==> config.mk <==
export PLATFORM = sky130hd
export DESIGN_NAME = param_register_file
export DESIGN_NICKNAME = d
export VERILOG_FILES = /design/src/rtl/regfile_pkg.sv /design/src/rtl/regfile_scoreboard.sv /design/src/rtl/param_register_file.sv
export SDC_FILE = /design/constraint.sdc
export NUM_CORES = 2
export LEC_CHECK = 0
export BUFFER_PORTS_ARGS = -buffer_cell sky130_fd_sc_hd__buf_2
export CAP_MARGIN = 10
export CORE_ASPECT_RATIO = 1.5
export CORE_MARGIN = 8
export CORE_UTILIZATION = 45
export DETAILED_ROUTE_END_ITERATION = 12
export GPL_TIMING_DRIVEN = 0
export PLACE_DENSITY = 0.63
export SLEW_MARGIN = 10
export SYNTH_ARGS = -nofsm -noshare
export SYNTH_HDL_FRONTEND = slang
export SYNTH_SLANG_ARGS = --single-unit
==> constraint.sdc <==
create_clock -name clk -period 2.43 [get_ports clk]
set_input_delay 0.486 -clock clk [delete_from_list [all_inputs] [get_ports clk]]
set_output_delay 0.486 -clock clk [all_outputs]
set_load 0.005 [all_outputs]
==> src/rtl/regfile_pkg.sv <==
`default_nettype none
// ============================================================================
//  Module      : regfile_pkg
//  Description : Shared constants and packed-port slicing helpers for the
//                parametrised register file and its scoreboard.
//  Revision    : 1.0 - initial release
// ============================================================================
package regfile_pkg;

    localparam int REG_ZERO       = 0;
    localparam int DEFAULT_DATA_W = 32;
    localparam int DEFAULT_ADDR_W = 5;

    // Low bit of port 'idx' inside a packed bus of 'width'-bit lanes.
    function automatic int port_slice_lo(input int idx, input int width);
        return idx * width;
    endfunction

    function automatic int port_slice_hi(input int idx, input int width);
        return (idx + 1) * width - 1;
    endfunction

endpackage
`default_nettype wire

==> src/rtl/regfile_scoreboard.sv <==
`default_nettype none
// ============================================================================
//  Module      : regfile_scoreboard
//  Description : Per-register busy bits (set at issue, cleared at writeback,
//                set wins) and the per-read-port busy lookup.
//                Honours REGFILE_BYPASS_EN for same-cycle writeback visibility.
//  Revision    : 1.0 - initial release
// ============================================================================
module regfile_scoreboard
    import regfile_pkg::*;
#(
    parameter int ADDR_W = DEFAULT_ADDR_W,
    parameter int NUM_RD = 2,
    parameter int NUM_WR = 1
) (
    input  logic                     clk,
    input  logic                     rst,
    input  logic [NUM_RD*ADDR_W-1:0] rd_addr,
    output logic [NUM_RD-1:0]        rd_busy,
    input  logic [NUM_WR-1:0]        wr_en,
    input  logic [NUM_WR*ADDR_W-1:0] wr_addr,
    input  logic                     issue_en,
    input  logic [ADDR_W-1:0]        issue_addr
);

    localparam int NREG = 2**ADDR_W;

    logic [NREG-1:0] w_busy;

    assign w_busy[REG_ZERO] = 1'b0;

    for (genvar a = 1; a < NREG; a++) begin : g_busy
        logic w_wrHit;
        logic w_issueHit;
        logic r_bit;

        always_comb begin
            w_wrHit = 1'b0;
            for (int j = 0; j < NUM_WR; j++) begin
                if (wr_en[j] && (wr_addr[port_slice_lo(j, ADDR_W) +: ADDR_W] == ADDR_W'(a))) begin
                    w_wrHit = 1'b1;
                end
            end
        end

        assign w_issueHit = issue_en && (issue_addr == ADDR_W'(a));

        // A new producer issuing in the writeback cycle keeps the bit set.
        always_ff @(posedge clk) begin
            if (rst) begin
                r_bit <= 1'b0;
            end else if (w_issueHit) begin
                r_bit <= 1'b1;
            end else if (w_wrHit) begin
                r_bit <= 1'b0;
            end
        end

        assign w_busy[a] = r_bit;
    end

    for (genvar i = 0; i < NUM_RD; i++) begin : g_rdBusy
        logic [ADDR_W-1:0] w_addr;

        assign w_addr = rd_addr[port_slice_lo(i, ADDR_W) +: ADDR_W];

`ifdef REGFILE_BYPASS_EN
        logic w_fwdHit;

        always_comb begin
            w_fwdHit = 1'b0;
            for (int j = 0; j < NUM_WR; j++) begin
                if (wr_en[j] && (w_addr != ADDR_W'(REG_ZERO)) &&
                    (wr_addr[port_slice_lo(j, ADDR_W) +: ADDR_W] == w_addr)) begin
                    w_fwdHit = 1'b1;
                end
            end
        end

        assign rd_busy[i] = w_fwdHit ? (issue_en && (issue_addr == w_addr)) : w_busy[w_addr];
`else
        assign rd_busy[i] = w_busy[w_addr];
`endif
    end

endmodule
`default_nettype wire

==> src/rtl/param_register_file.sv <==
`default_nettype none
// ============================================================================
//  Module      : param_register_file
//  Description : Parametrised multi-port register file with hardwired zero
//                register and busy scoreboard for hazard stalls.
//                Define REGFILE_BYPASS_EN for same-cycle write-to-read forwarding.
//  Revision    : 1.0 - initial release
// ============================================================================
module param_register_file
    import regfile_pkg::*;
#(
    parameter int DATA_W = DEFAULT_DATA_W,
    parameter int ADDR_W = DEFAULT_ADDR_W,
    parameter int NUM_RD = 2,
    parameter int NUM_WR = 1
) (
    input  logic                     clk,
    input  logic                     rst,
    input  logic [NUM_RD*ADDR_W-1:0] rd_addr,
    output logic [NUM_RD*DATA_W-1:0] rd_data,
    output logic [NUM_RD-1:0]        rd_busy,
    input  logic [NUM_WR-1:0]        wr_en,
    input  logic [NUM_WR*ADDR_W-1:0] wr_addr,
    input  logic [NUM_WR*DATA_W-1:0] wr_data,
    input  logic                     issue_en,
    input  logic [ADDR_W-1:0]        issue_addr
);

    localparam int NREG = 2**ADDR_W;

    logic [DATA_W-1:0] w_regVal [NREG];

    assign w_regVal[REG_ZERO] = '0;

    for (genvar a = 1; a < NREG; a++) begin : g_reg
        logic [DATA_W-1:0] r_value;

        // Later ports override earlier ones, so port 1 wins a same-address conflict.
        always_ff @(posedge clk) begin
            if (rst) begin
                r_value <= '0;
            end else begin
                for (int j = 0; j < NUM_WR; j++) begin
                    if (wr_en[j] && (wr_addr[port_slice_lo(j, ADDR_W) +: ADDR_W] == ADDR_W'(a))) begin
                        r_value <= wr_data[port_slice_lo(j, DATA_W) +: DATA_W];
                    end
                end
            end
        end

        assign w_regVal[a] = r_value;
    end

    for (genvar i = 0; i < NUM_RD; i++) begin : g_rd
        logic [ADDR_W-1:0] w_addr;
        logic [DATA_W-1:0] w_data;

        assign w_addr = rd_addr[port_slice_lo(i, ADDR_W) +: ADDR_W];

        always_comb begin
            w_data = w_regVal[w_addr];
`ifdef REGFILE_BYPASS_EN
            for (int j = 0; j < NUM_WR; j++) begin
                if (wr_en[j] && (w_addr != ADDR_W'(REG_ZERO)) &&
                    (wr_addr[port_slice_lo(j, ADDR_W) +: ADDR_W] == w_addr)) begin
                    w_data = wr_data[port_slice_lo(j, DATA_W) +: DATA_W];
                end
            end
`endif
        end

        assign rd_data[port_slice_lo(i, DATA_W) +: DATA_W] = w_data;
    end

    regfile_scoreboard #(
        .ADDR_W (ADDR_W),
        .NUM_RD (NUM_RD),
        .NUM_WR (NUM_WR)
    ) u_scoreboard (
        .clk        (clk),
        .rst        (rst),
        .rd_addr    (rd_addr),
        .rd_busy    (rd_busy),
        .wr_en      (wr_en),
        .wr_addr    (wr_addr),
        .issue_en   (issue_en),
        .issue_addr (issue_addr)
    );

endmodule
`default_nettype wire

==> metrics.yaml <==
status:
  status: "complete, but fails checks"
  failed_checks: "setup timing"
timing:
  skew_ns: 0
  period_share: 1.24
  max_freq_mhz: 331
  fin_crit_ns: 3.02
  slew_headroom: 0.0667
  finalMaxSlewViolations: 0
  hold_viol_final: 0
  fin_setup_tns_ns: -27.78
  grt_setup_unrepaired: "yes"
  fin_ws_ns: -0.592
  setup-violations-final: 104
  worst-slew-pin-transition_ns: 1.39
clock_network:
  cts.sinks: 1023
  cts_tree: "done"
  clockBufferDepth: 3
  holdBufCountCts: 0
  cts_made_buffers: 101
  worst_skew_pair.late_latency_ns: 0.74
  h-tree-depth: 3
  cts-root-buf: "clkbuf_16"
  path_clk_slew_ns: 0.06
worst_setup_path:
  setup.worst_path.class: "reg -> out"
  setup.worst_path.start_class: "register"
  crit_arrival_ns: 2.54
  cp_cell_sequence: "mux4_2, nor2b_2, nor3_2, a31oi_2, nand3_2, buf_2"
  required_ns: 1.94
  crit_path_end_kind: "output port"
  path_delay_family: "multiplexers"
  critPathMaxFanout: 3
  slowest_delay_ns: 0.46
  critPathBufInv: 1
  critPathSlowestCell: "mux4_2"
global_routing:
  grt_antenna_before_repair: 6
  grt_pass1_wl_mm: 336
  gr-usage-all-layers: 0.352
  overflow: 0
  grt_max_degree: 15
  grt_pass1_vias: 50800
pwr:
  power_frac_seq: 0.426
  p_sw_frac: 0.279
  power.switching_w: 0.0111
  ir_drop_v: 0.000667
  p_leak_nw: 23.1
  p_comb_frac: 0.132
  internal_power_w: 0.0287
  clkPwrFrac: 0.442
  pwr_density_cell_nw_per_um2: 624
hold_path:
  hold_class: "in -> reg"
layout:
  nets: 7077
  synthToLayoutAreaGrowth_pct: 20.6
  fin_util: 0.545
  fill_cells: 11100
  regArea_um2: 20600
  multi_input_comb_area_um2: 32300
  drive_gt1_frac: 0.171
detailed_routing:
  ant_nets: 0
  avgRoutedWirePerCell_um: 27.6
  wl_mm: 239
  dr.pass1.iters: 6
  drc: 0
  vias: 52500
  drtIter0Drc: 5312
  via_per_inst: 6.06
synthesis:
  yosysSeqAreaShare: 0.387
  synth.net_count: 6819
  ys.warnings.count: 0
  netlist_instances: 6763
  synth-seq-cells: 1023
  syn_area_um2: 52900
  synth_area_per_cell_um2: 7.83
  synth_cell_type_count: 30
die:
  core-area_um2: 117000
  die_h_um: 436
  start_util: 0.452
  dieArea_um2: 129000
  ios: 122
  rows: 154
  die_x_um: 296
run:
  drv_cap: 0
place:
  place.gp.congestion: 1.10
  place.port_buffers: 118
  hpwl_mm: 188
-- power groups by stage --
stage | logic, W | registers [W] | clock network [W]
after floorplan | 0.00238 | 0.0173 | 0
after global placement | 0.00421 | 0.0174 | 0
after detailed placement | 0.00424 | 0.0174 | 0
after CTS | 0.00474 | 0.0170 | 0.0175
after global routing | 0.00532 | 0.0170 | 0.0182
final | 0.00525 | 0.0170 | 0.0176
-- layout make-up --
type	instances	area share
Buffer	662	0.0657
Antenna cell	6	0.000235
Sequential cell	1023	0.322
Timing Repair Buffer	160	0.0187
Clock inverter	36	0.00872
Tap cell	1560	0.0306
Multi-Input combinational cell	5073	0.506
Clock buffer	149	0.0483
-- worst paths after layout --
check | endpoint | start | slack (ns) | depth (start not counted)
setup / recovery | rd_data[31] | g_reg[5].r_value[31]$_SDFFE_PP0P_ | -0.59 | 6
hold / removal | g_reg[6].r_value[27]$_SDFFE_PP0P_ | wr_data[27] | 0.05 | 3
setup reg to reg | u_scoreboard.g_busy[1].r_bit$_SDFFE_PP0P_ | u_scoreboard.g_busy[1].r_bit$_SDFFE_PP0P_ | 1.67 | 2
hold reg to reg | g_reg[5].r_value[14]$_SDFFE_PP0P_ | g_reg[5].r_value[14]$_SDFFE_PP0P_ | 0.46 | 2
-- metal layers --
| metal | vias to the layer above | GRT usage | share of wire | routed length [um] |
|---|---|---|---|---|
| met2 | 2734 | 0.587 | 0.47 | 112000 |
| li1 | 23800 | - | - | - |
| met3 | 987 | 0.0651 | 0.083 | 19900 |
| met1 | 25000 | 0.382 | 0.34 | 82000 |
| met4 | 6 | 0.301 | 0.10 | 24800 |
| met5 | - | 0.00571 | 0.00046 | 110 |
-- cells in the mapped netlist --
cell      instances  area share
a21oi_1        1124        0.11
a221oi_1         66       0.011
a22oi_1         295       0.042
a31oi_1          66      0.0078
and2_0            1     0.00012
and2_1            4     0.00047
buf_1             8     0.00057
buf_2           139       0.013
buf_4            66      0.0094
buf_6             9      0.0019
clkbuf_1        445       0.032
dfxtp_1        1023        0.39
mux2_1            1     0.00021
mux2_2           65       0.014
mux2i_1         792        0.15
mux4_2           66       0.028
nand2_1        2153        0.15
nand2_2           1     0.00012
nand2b_1         10      0.0012
nand3_1         198       0.019
nand4_1           1     0.00012
nor2_1           57      0.0040
nor2_2            2     0.00024
nor2b_1          78      0.0092
nor3_1           69      0.0065
nor3_2           11      0.0021
nor4_2            7      0.0017
nor4_4            1     0.00040
or2_1             3     0.00035
or2_2             2     0.00024
-- state kept, by name (all words and copies together) (netlist names) --
register and flops:
g.r_value 992, u_scoreboard.g_busy.r_bit 31
-- worst reg2reg max path, stage by stage (launching register included) --
cell,delay (ns)
dfxtp_1,0.45
a22oi_1,0.13
nor2_1,0.12
-- placed cells by master, fill, tap and decap left out, drive strengths merged --
cell type	netlist	final
inv	0	3
bufinv	0	13
mux4	66	66
clkbuf	445	597
a21oi	1124	1124
and2	5	5
a221oi	66	66
mux2	66	66
diode	0	6
nand4	1	1
a22oi	295	295
buf	222	373
or2	5	5
nand3	198	198
clkinvlp	0	4
nand2	2154	2154
dfxtp	1023	1023
nand2b	10	10
clkdlybuf4s15	0	1
nor2	59	59
nor3	80	80
mux2i	792	792
nor4	8	8
a31oi	66	66
nor2b	78	78
clkinv	0	16
-- stage by stage --
| stage | setup slack (ns) | area (um^2) | hold slack [ns] | std cells | total power [W] |
|---|---|---|---|---|---|
| 2_1_floorplan | 0.171 | 52900 | 0.442 | 6763 | 0.0197 |
| 3_3_place_gp | -2.06 | 55500 | 0.448 | 8441 | 0.0216 |
| 3_5_place_dp | -2.02 | 55500 | 0.458 | 8442 | 0.0216 |
| 4_1_cts | -0.516 | 62100 | 0.0101 | 8635 | 0.0393 |
| 5_1_grt | -0.554 | 63800 | 0.0534 | 8663 | 0.0405 |
| 6_report | -0.592 | 63800 | 0.0456 | 8669 | 0.0398 |
-- timing repair --
action                                 CTS  global route
pin swaps                               89           108
buffers inserted                        10            27
cloned                                   0             3
endpoints found under the hold margin    0             0
resized for setup                      675           318
setup endpoints to repair              188            95
-- logic make-up after synthesis --
| kind of cell | count (synthesis) | synth area share |
|---|---|---|
| buffers and inverters | 667 | 0.0565 |
| and+or+nand+nor | 2598 | 0.198 |
| AOI/OAI and AO/OA | 1551 | 0.167 |
| muxes | 924 | 0.192 |
| DFF | 1023 | 0.387 |
No activity file was read; power rests on OpenSTA's default activity.
